`config.mk`:
```
export PLATFORM = sky130hd
export DESIGN_NAME = aftab_isagu_seq
export DESIGN_NICKNAME = d
export VERILOG_FILES = /design/src/rtl/aftab_isagu_seq.sv
export SDC_FILE = /design/constraint.sdc
export NUM_CORES = 1
export LEC_CHECK = 0
export BUFFER_PORTS_ARGS = -buffer_cell sky130_fd_sc_hd__clkbuf_2
export CORE_UTILIZATION = 46
export CTS_BUF_LIST = sky130_fd_sc_hd__clkbuf_4 sky130_fd_sc_hd__clkbuf_8
export CTS_CLUSTER_SIZE = 8
export DETAILED_ROUTE_END_ITERATION = 10
export GPL_TIMING_DRIVEN = 0
export PLACE_DENSITY = 0.76
export SLEW_MARGIN = 20
export SYNTH_ARGS = -nofsm -noshare
export SYNTH_HDL_FRONTEND = slang
export SYNTH_SLANG_ARGS = --single-unit
```
`constraint.sdc`:
```
create_clock -name clk -period 2.8 [get_ports clk]
set_input_delay 0.28 -clock clk [delete_from_list [all_inputs] [get_ports clk]]
set_output_delay 0.28 -clock clk [all_outputs]
set_load 0.03 [all_outputs]
```
`src/rtl/aftab_isagu_seq.sv`:
```
// Trap-vector handler address generator: direct, vectored and
// (with AFTAB_ISAGU_TABLE_EN defined) memory-table handler lookup.
module aftab_isagu_seq #(
   parameter int len        = 32,
   parameter int causeWidth = 6,
   parameter int timeout    = 16
) (
   input  logic                  clk,
   input  logic                  rst,
   input  logic                  start,
   input  logic [len-1:0]        tvecBase,
   input  logic [causeWidth-1:0] causeCode,
   input  logic                  isInterrupt,
   output logic                  busy,
   output logic                  valid,
   output logic [len-1:0]        startAddress,
   output logic [1:0]            modeTvec,
   output logic                  tableErr,
   output logic                  memRead,
   output logic [len-1:0]        memAddr,
   input  logic [len-1:0]        memData,
   input  logic                  memReady
);

   typedef enum logic [1:0] {
      IDLE  = 2'd0,
      CALC  = 2'd1,
      FETCH = 2'd2,
      DONE  = 2'd3
   } state_t;

   state_t state, next_state;

   logic [len-3:0]        lat_base;
   logic [causeWidth-1:0] lat_cause;
   logic                  lat_int;
   logic [len-1:0]        base;
   logic [len-1:0]        cause_ext;
   logic [len-1:0]        vec_addr;
   logic                  vec_mode;
   logic                  table_mode;

   assign base      = {lat_base, 2'b00};
   assign cause_ext = len'(lat_cause);
   assign vec_addr  = base + (cause_ext << 2);
   assign vec_mode  = (modeTvec == 2'b01) && lat_int;
   assign busy      = (state != IDLE);
   assign valid     = (state == DONE);

`ifdef AFTAB_ISAGU_TABLE_EN
   localparam int cw = $clog2(timeout + 1);

   logic [cw-1:0]  tmo_cnt;
   logic           err_q;
   logic           expired;
   logic [len-1:0] tbl_addr;

   assign table_mode = (modeTvec == 2'b11);
   assign expired    = (tmo_cnt == cw'(1));
   assign tbl_addr   = base + cause_ext * len'(len / 8);
   assign memRead    = (state == FETCH);
   assign tableErr   = (state == DONE) && err_q;
`else
   logic unused_mem;

   assign table_mode = 1'b0;
   assign unused_mem = ^{memData, memReady};
   assign memRead    = 1'b0;
   assign memAddr    = '0;
   assign tableErr   = 1'b0;
`endif

   // State register
   always_ff @(posedge clk or posedge rst) begin
      if (rst) state <= IDLE;
      else     state <= next_state;
   end

   // Next-state decode
   always_comb begin
      next_state = state;
      unique case (state)
         IDLE:    if (start) next_state = CALC;
         CALC:    next_state = table_mode ? FETCH : DONE;
`ifdef AFTAB_ISAGU_TABLE_EN
         FETCH:   if (memReady || expired) next_state = DONE;
`else
         FETCH:   next_state = IDLE;
`endif
         DONE:    next_state = IDLE;
         default: next_state = IDLE;
      endcase
   end

   // Request latch and handler address datapath
   always_ff @(posedge clk or posedge rst) begin
      if (rst) begin
         lat_base     <= '0;
         lat_cause    <= '0;
         lat_int      <= 1'b0;
         modeTvec     <= 2'b00;
         startAddress <= '0;
`ifdef AFTAB_ISAGU_TABLE_EN
         memAddr      <= '0;
         tmo_cnt      <= '0;
         err_q        <= 1'b0;
`endif
      end else begin
         unique case (state)
            IDLE: begin
               if (start) begin
                  lat_base  <= tvecBase[len-1:2];
                  lat_cause <= causeCode;
                  lat_int   <= isInterrupt;
                  modeTvec  <= tvecBase[1:0];
               end
            end
            CALC: begin
`ifdef AFTAB_ISAGU_TABLE_EN
               err_q <= 1'b0;
               if (table_mode) begin
                  memAddr <= tbl_addr;
                  tmo_cnt <= cw'(timeout);
               end
`endif
               if (vec_mode)
                  startAddress <= vec_addr;
               else if (!table_mode)
                  startAddress <= base;
            end
`ifdef AFTAB_ISAGU_TABLE_EN
            FETCH: begin
               if (memReady) begin
                  startAddress <= {memData[len-1:1], 1'b0};
               end else if (expired) begin
                  startAddress <= base;
                  err_q        <= 1'b1;
               end else begin
                  tmo_cnt <= tmo_cnt - cw'(1);
               end
            end
`endif
            default: ;
         endcase
      end
   end

endmodule
```
; ---- Word-level counts from Yosys, hierarchy flattened
; Index checks and enable logic that the tools add are counted.
[totals]
ff_bits = 73
latch_bits = 0
ram_bits = 0
rom_bits = 0
in_bits = 75
output_inout_bits = 70
elab_cells = 20
memories = 0
[op_classes]
addsub = 1
n_mul = 0
div_mod_pow = 0
n_lt_le_gt_ge = 0
eq_ne = 5
n_shift = 0
muxes = 3
n_bitwise = 0
reduce_logical = 5
[ops]
columns = operator, n
row1 = $add 32x8->32, 1
row2 = $mux 32, 1
row3 = $pmux 2 s3, 1
row4 = $eq 2x1->1 const B, 2
row5 = $eq 2x2->1 const B, 2
row6 = $logic_not 2->1, 1
row7 = $mux 2, 1
row8 = $ne 2x2->1 const B, 1
row9 = $reduce_and 2->1, 1
row10 = $reduce_bool 2->1, 1
row11 = $reduce_or 2->1, 1
row12 = $logic_and 1x1->1, 1

; ---- Depth between registers and ports, before layout
; Gate-level depths: netlist (run 1).
[logic_depth]
word_depth = 3
mapped_depth = 8
ltp_nobuf = 7

; ---- Worst setup path after synthesis (run 1)
; OpenSTA, ideal clock, no wires.
[synth_path]
path_type = register to register
startpoint = reg lat_base[5]
endpoint = reg startAddress[31]
setup_time_ns = 0.122
t_arrival_ns = 2.050
t_required_ns = 2.678
slack_ns = 0.628
path_stages_with_launch = 7
path_buffers = 0
cell_sequence = dfrtp_1 ha_1 o21ai_0 or4_1 nor4b_1 mux2i_1 nand2_1
[synth_via]
elab_chain_len = 2
[synth_rtl]
columns = item, line_no
row1 = from (decl), 34  ; logic [len-3:0] lat_base;
row2 = from (signal assigned), 112  ; lat_base <= tvecBase[len-1:2];
row3 = $add 32x8->32, 45  ; assign vec_addr = base + (cause_ext << 2);
row4 = $mux 32, 126  ; if (vec_mode)
row5 = to (signal assigned), 127  ; startAddress <= vec_addr;
row6 = to (signal assigned), 129  ; startAddress <= base;
row7 = to (decl), 16  ; output logic [len-1:0] startAddress,
; Every way passes these cells.
; A chain may end at the register's enable or synchronous reset.

; ---- Worst setup path in the final report (run 1)
[layout_path]
startpoint = reg lat_base[2]
endpoint = reg startAddress[27]
; Same word-level chain as after synthesis.

==> impl_metrics.tcl, run 1 <==
set metrics [dict create \
    syn_to_final_growth_pct 22.24 \
    tns_ns 0 \
    drive_above_1_share_pct 37.82 \
    io_pins 145 \
    cts.reportedPaths.clkPinSlew_ns 0.07 \
    critPathLaunchType "register" \
    vias_per_cell 5.017 \
    synthTopCellsByCount "71 x dfrtp_1, 37 x mux2_2, 36 x buf_4" \
    h-tree-depth 3 \
    dp_hpwl_um 6201 \
    yosys_most_used_dff "dfrtp_1" \
    met1_usage_pct 27.03 \
    synth_top_area_cell "dfrtp_1" \
    antenna_found_initial 0 \
    use_met2_pct 33.95 \
    crit_top_cell "nand2_1" \
    crit_path_top_delay_cell "or4_1" \
    cts.sinks 71 \
    max-slew-margin-rel_pct 51.76 \
    n_fill_cell 696 \
    leakage_nw 2.203 \
    ant_nets 0 \
    finalWorstSetupSlack_ns 0.3340 \
    crit_path_max_fanout 10 \
    clkLatencyLatePin_ns 0.34 \
    fin_crit_sh_pct 88.07 \
    max_freq_ghz 0.4055 \
    cts_tree "built" \
    synth_area_per_cell_um2 10.77 \
    cts_resized 0 \
    path_cells "ha_1 > nand2_1 > o211ai_2 > nand2_1 > or4_1 > a31oi_1" \
    die_h_um 92.52 \
    slew_viol_final 0 \
    cts.path.max_buffers 2 \
    top_usage_layer "met2" \
    initial_core_util_pct 48.27 \
    drc 0 \
    grt_setup_unrepaired "no" \
    post_cts_buffers 0 \
    power_density_mw_per_mm2 1233 \
    ys_types 48 \
    use_met3_pct 4.762 \
    ir_worst_vdd_v 0.0006153 \
    grt_max_degree 45 \
    max-cap-violations 0 \
    worstPathArrival_ns 2.72 \
    overflow 0 \
    yosys_register_bits 71 \
    firstDrtPassIters 5 \
    root_buffer "clkbuf_8" \
    yosysWarnings 0 \
    regArea_mm2 0.001777 \
    synthCells 350 \
    die_area_mm2 0.008559 \
    hp-class "primary input to register" \
    rrSetupSlack_ns 0.33 \
    nNetsFinal 555 \
    critPathCaptureType "register" \
    status "finished clean" \
    yosysMostFrequentCell "dfrtp_1" \
    yosys.area.top_type_share_pct 47.14 \
    ys_top_cells_by_area "dfrtp_1 47%, mux2_2 11%, buf_4 7.2%, xor2_1 4.4%, o21ai_0 4.0%" \
    grt_pass1_vias 2866 \
    antenna_cells 0 \
    track_usage_pct 20.75 \
    critPathKind "register to register" \
    skew_ns 0.007014 \
    synth-edff-count 0 \
    critical_path.top_delay_family "simple AND/OR/NAND/NOR gates" \
    grt_pass1_wl_um 13600 \
    critPathMaxStageDelay_ns 0.57 \
    fin_util_pct 59.01 \
    wl_um 8040 \
    multi_input_area_mm2 0.001742 \
    cp.required_ns 3.06 \
    hold_viol_final 0 \
    period_needed_ns 2.466 \
    die_w_um 92.52 \
    io_buffers 75 \
    critPathBufInv 0 \
    num_rows 32 \
    gp_congestion 0.8348 \
    synth_seq_area_share_pct 47.14 \
    finalSetupViolations 0 \
    wire_per_inst_um 13.91 \
    drt_iter0_drc 205 \
    async_reset_ff_share_pct 100.0 \
    cts_made_buffers 9 \
    tightestPinTransition_ns 0.7237 \
    dp_slack_ns 0.3650 \
    coreArea_mm2 0.007807 \
    via_count 2900 \
    syn-cell-area_mm2 0.003769 \
]
==> final cells by class <==
type,count,share of cell area [%]
Sequential cell,71,38.57
Multi-Input combinational cell,257,37.81
Timing Repair Buffer,77,8.800
Buffer,51,7.795
Clock buffer,13,3.612
Tap cell,102,2.770
Inverter,6,0.5432
Clock inverter,1,0.1086
==> layer usage <==
layer	share of wire [%]	wire length [um]	vias to the layer above
met2	49	3906	108
met3	7.6	612	13
met1	43	3422	1379
met5	0	0	-
li1	-	-	1400
met4	1.2	99	0
==> power by group <==
| group | total [mW] | internal (mW) | switching (mW) |
|---|---|---|---|
| registers | 1.99 | 1.55 | 0.438 |
| logic | 2.96 | 1.14 | 1.82 |
| clock network | 0.731 | 0.379 | 0.352 |
==> what timing repair did <==
action / CTS / global route
endpoints found under the hold margin: 27 / 0
hold buffers: 1 / 0
setup endpoints to repair: 0 / 0
==> state kept, by name, summed over array words and instances (netlist names) <==
name / flops
lat_cause: 6
startAddress: 30
lat_int: 1
state: 2
modeTvec: 2
lat_base: 30
==> logic make-up (layout without fill, tap and decap cells) <==
kind of cell    Yosys count  in the layout  synth area share (%)
buf+inv                  57            148                 10.13
simple gates             98             98                 14.67
compound gates           52             52                 7.968
mux                      41             41                 12.12
xor+xnor                 23             23                 5.345
fa+ha+maj                 7              7                 2.523
other cells               1             36               0.09951
flops                    71             71                 47.14
==> worst paths after layout <==
kind	startpoint	to	cells after the start
max in group asynchronous	rst	lat_base[25]$_DFFE_PP0P_	4
setup reg to reg	lat_base[2]$_DFFE_PP0P_	startAddress[27]$_DFFE_PP0P_	6
setup / recovery	lat_base[2]$_DFFE_PP0P_	startAddress[27]$_DFFE_PP0P_	6
hold / removal	tvecBase[27]	lat_base[25]$_DFFE_PP0P_	3
hold reg to reg	state[1]$_DFFE_PP0P_	state[0]$_DFFE_PP0P_	1
min in group asynchronous	rst	lat_cause[0]$_DFFE_PP0P_	3
==> through the flow <==
stage / area [um2] / total power, mW / cells / hold WS (ns)
floorplan: 3900 / 4.149 / 385 / 0.3968
global placement: 4403 / 4.844 / 562 / 0.4460
detailed placement: 4425 / 4.975 / 563 / 0.2726
CTS: 4607 / 5.712 / 578 / 0.1385
global route: 4607 / 6.123 / 578 / 0.1449
finish: 4607 / 5.680 / 578 / 0.1469
==> worst register-to-register path: cells and delay by family (launching register included) <==
family | cells | cell delay, ns
compound gates | 2 | 0.63
fa+ha+maj | 1 | 0.38
flops | 1 | 0.40
simple gates | 3 | 0.96
==> cell usage in the layout (no fill, tap or decap), types with 6 or more instances in the layout <==
cell | synthesis | layout
o21ai_0 | 30 | 30
clkbuf_8 | 1 | 12
nand2_1 | 34 | 34
mux2_2 | 37 | 37
a21oi_1 | 8 | 8
ha_1 | 6 | 6
nand4_1 | 21 | 21
dfrtp_1 | 71 | 71
buf_4 | 36 | 36
clkbuf_1 | 11 | 11
xor2_1 | 19 | 19
nor2_1 | 13 | 13
conb_1 | 1 | 36
clkbuf_2 | 0 | 75
Note: power is estimated with default switching activity, not from simulation.
==> run 2: changes to the inputs <==
--- a/config.mk
+++ b/config.mk
@@ -11,7 +11,7 @@
 export CTS_CLUSTER_SIZE = 8
 export DETAILED_ROUTE_END_ITERATION = 10
 export GPL_TIMING_DRIVEN = 0
-export PLACE_DENSITY = 0.76
+export PLACE_DENSITY_LB_ADDON = 0.05
 export SLEW_MARGIN = 20
 export SYNTH_ARGS = -nofsm -noshare
 export SYNTH_HDL_FRONTEND = slang
==> constraint.sdc (replaced) <==
create_clock -name clk -period 2.5 [get_ports clk]
set_input_delay 0.25 -clock clk [delete_from_list [all_inputs] [get_ports clk]]
set_output_delay 0.25 -clock clk [all_outputs]
set_load 0.03 [all_outputs]
==> impl_metrics.tcl, run 2 (same netlist as run 1, synthesis figures left out) <==
set metrics [dict create \
    power.switching_mw 2.960 \
    ant_nets 0 \
    grt_max_degree 39 \
    max-cap-violations 0 \
    leakage_nw 2.230 \
    r2r-start "lat_base[5]$_DFFE_PP0P_" \
    cts_made_buffers 9 \
    die_w_um 92.52 \
    stdcell_area_mm2 0.004657 \
    wl_um 8129 \
    power_density_mw_per_mm2 1395 \
    sw_frac_of_total_pct 45.58 \
    grt_setup_unrepaired "no" \
    period_needed_ns 2.352 \
    nNetsFinal 556 \
    coreArea_mm2 0.007807 \
    crit_path_max_fanout 4 \
    max-slew-margin-rel_pct 56.04 \
    final_cell_mix "76 x clkbuf_2, 71 x dfrtp_1, 37 x mux2_2, 37 x buf_4, 36 x conb_1" \
    worstPathArrival_ns 2.58 \
    track_usage_pct 20.12 \
    cts.reportedPaths.clkPinSlew_ns 0.07 \
    vias_per_cell 4.940 \
    grt_pass1_vias 2655 \
    final_common_cell "clkbuf_2" \
    cp.required_ns 2.73 \
    tightestPinTransition_ns 0.6593 \
    hp-class "primary input to register" \
    overflow 0 \
    rrSetupSlack_ns 0.15 \
    min_delay_path_depth 3 \
    slew_viol_final 0 \
    wire_per_inst_um 13.99 \
    root_buffer "clkbuf_8" \
    via_count 2870 \
    drive_above_1_share_pct 38.62 \
    cts_tree "built" \
    syn_to_final_growth_pct 23.57 \
    hold_viol_final 0 \
    drt_iter0_drc 113 \
    antenna_cells 0 \
    n_fill_cell 709 \
    p_seq_share_pct 34.0 \
    hold_start "tvecBase[27]" \
    fin_hold_ws_ns 0.1190 \
    status "finished clean" \
    die_h_um 92.52 \
    placed_area_mm2 0.004425 \
    cts.path.max_buffers 2 \
    max_freq_ghz 0.4251 \
    p_clk_share_pct 14.3 \
    cts.sinks 71 \
    antenna_found_initial 0 \
    tns_ns 0 \
    drc 0 \
    multi_input_area_mm2 0.001757 \
    critPathKind "register to register" \
    fin_crit_sh_pct 94.10 \
    clkLatencyLatePin_ns 0.35 \
    ir_worst_vdd_v 0.0008098 \
    cell_internal_pwr_mw 3.535 \
    gp_congestion 0.8700 \
    rr_worst_depth 6 \
    num_rows 32 \
    regArea_mm2 0.001777 \
    firstDrtPassIters 4 \
    combPwrFrac_pct 51.7 \
    dp_hpwl_um 5985 \
    grt_pass1_wl_um 13140 \
    h-tree-depth 3 \
    critPathLaunchType "register" \
    top_regs "lat_base x30, startAddress x30, lat_cause x6" \
    power_mw 6.495 \
    finalSetupViolations 0 \
    critPathCaptureType "register" \
    initial_core_util_pct 48.27 \
    die_area_mm2 0.008559 \
    io_buffers 75 \
    io_pins 145 \
    crit_start "lat_base[5]$_DFFE_PP0P_" \
    skew_ns 0.009104 \
]
==> run 2: power groups by stage <==
stage          combinational (mW)  clock [mW]  sequential [mW]
2_1_floorplan                2.02           0             2.62
3_3_place_gp                 3.26           0             2.21
3_5_place_dp                 3.32           0             2.23
4_1_cts                      3.34       0.944             2.21
5_1_grt                      3.70       0.992             2.30
6_report                     3.36       0.928             2.21
==> run 2: worst paths after layout <==
| check | endpoint |
|---|---|
| max in group asynchronous | lat_base[5]$_DFFE_PP0P_ |
| worst max-delay path | startAddress[31]$_DFFE_PP0P_ |
| worst min-delay path | lat_base[25]$_DFFE_PP0P_ |
| min in group asynchronous | startAddress[11]$_DFFE_PP0P_ |
| worst min register to register | state[0]$_DFFE_PP0P_ |
| worst max register to register | startAddress[31]$_DFFE_PP0P_ |
==> run 2: stage by stage <==
step | util [%] | setup WS (ns) | instances
after global routing | 59.65 | 0.004464 | 581
after global placement | 56.39 | -0.4459 | 562
after floorplan | - | 0.3280 | 385
after CTS | 59.34 | 0.01844 | 580
final | 59.65 | 0.1475 | 581
after detailed placement | 56.68 | 0.01144 | 563
==> run 2: worst max-delay path, stage by stage (launching register included) <==
cell,delay [ns]
dfrtp_1,0.40
ha_1,0.36
o21ai_0,0.24
or4_1,0.62
nor4b_2,0.36
mux2i_1,0.22
nand2_1,0.06
==> run 2: repair_timing <==
item                                   4_1_cts  5_1_grt
buffers inserted                             0        1
setup endpoints to repair                    0       14
hold buffers                                 1        0
gates resized for setup                      0        5
endpoints found under the hold margin       33        0
==> run 2: cell type report <==
cell class	count	area share, %
clock inverters	4	0.9672
clock buffers	12	3.278
well taps	102	2.740
flip-flops and latches	71	38.15
plain buffers	51	7.738
multi-input cells	257	37.72
repair buffers	78	8.866
inverters	6	0.5373
==> run 2: layer usage <==
metal  up-vias  wire (um)  track usage (%)
met5         -          0                0
met4         0        123            8.203
met3        10        431            3.202
met2        94       3776            32.41
met1      1351       3798            27.04
li1       1415          -                -
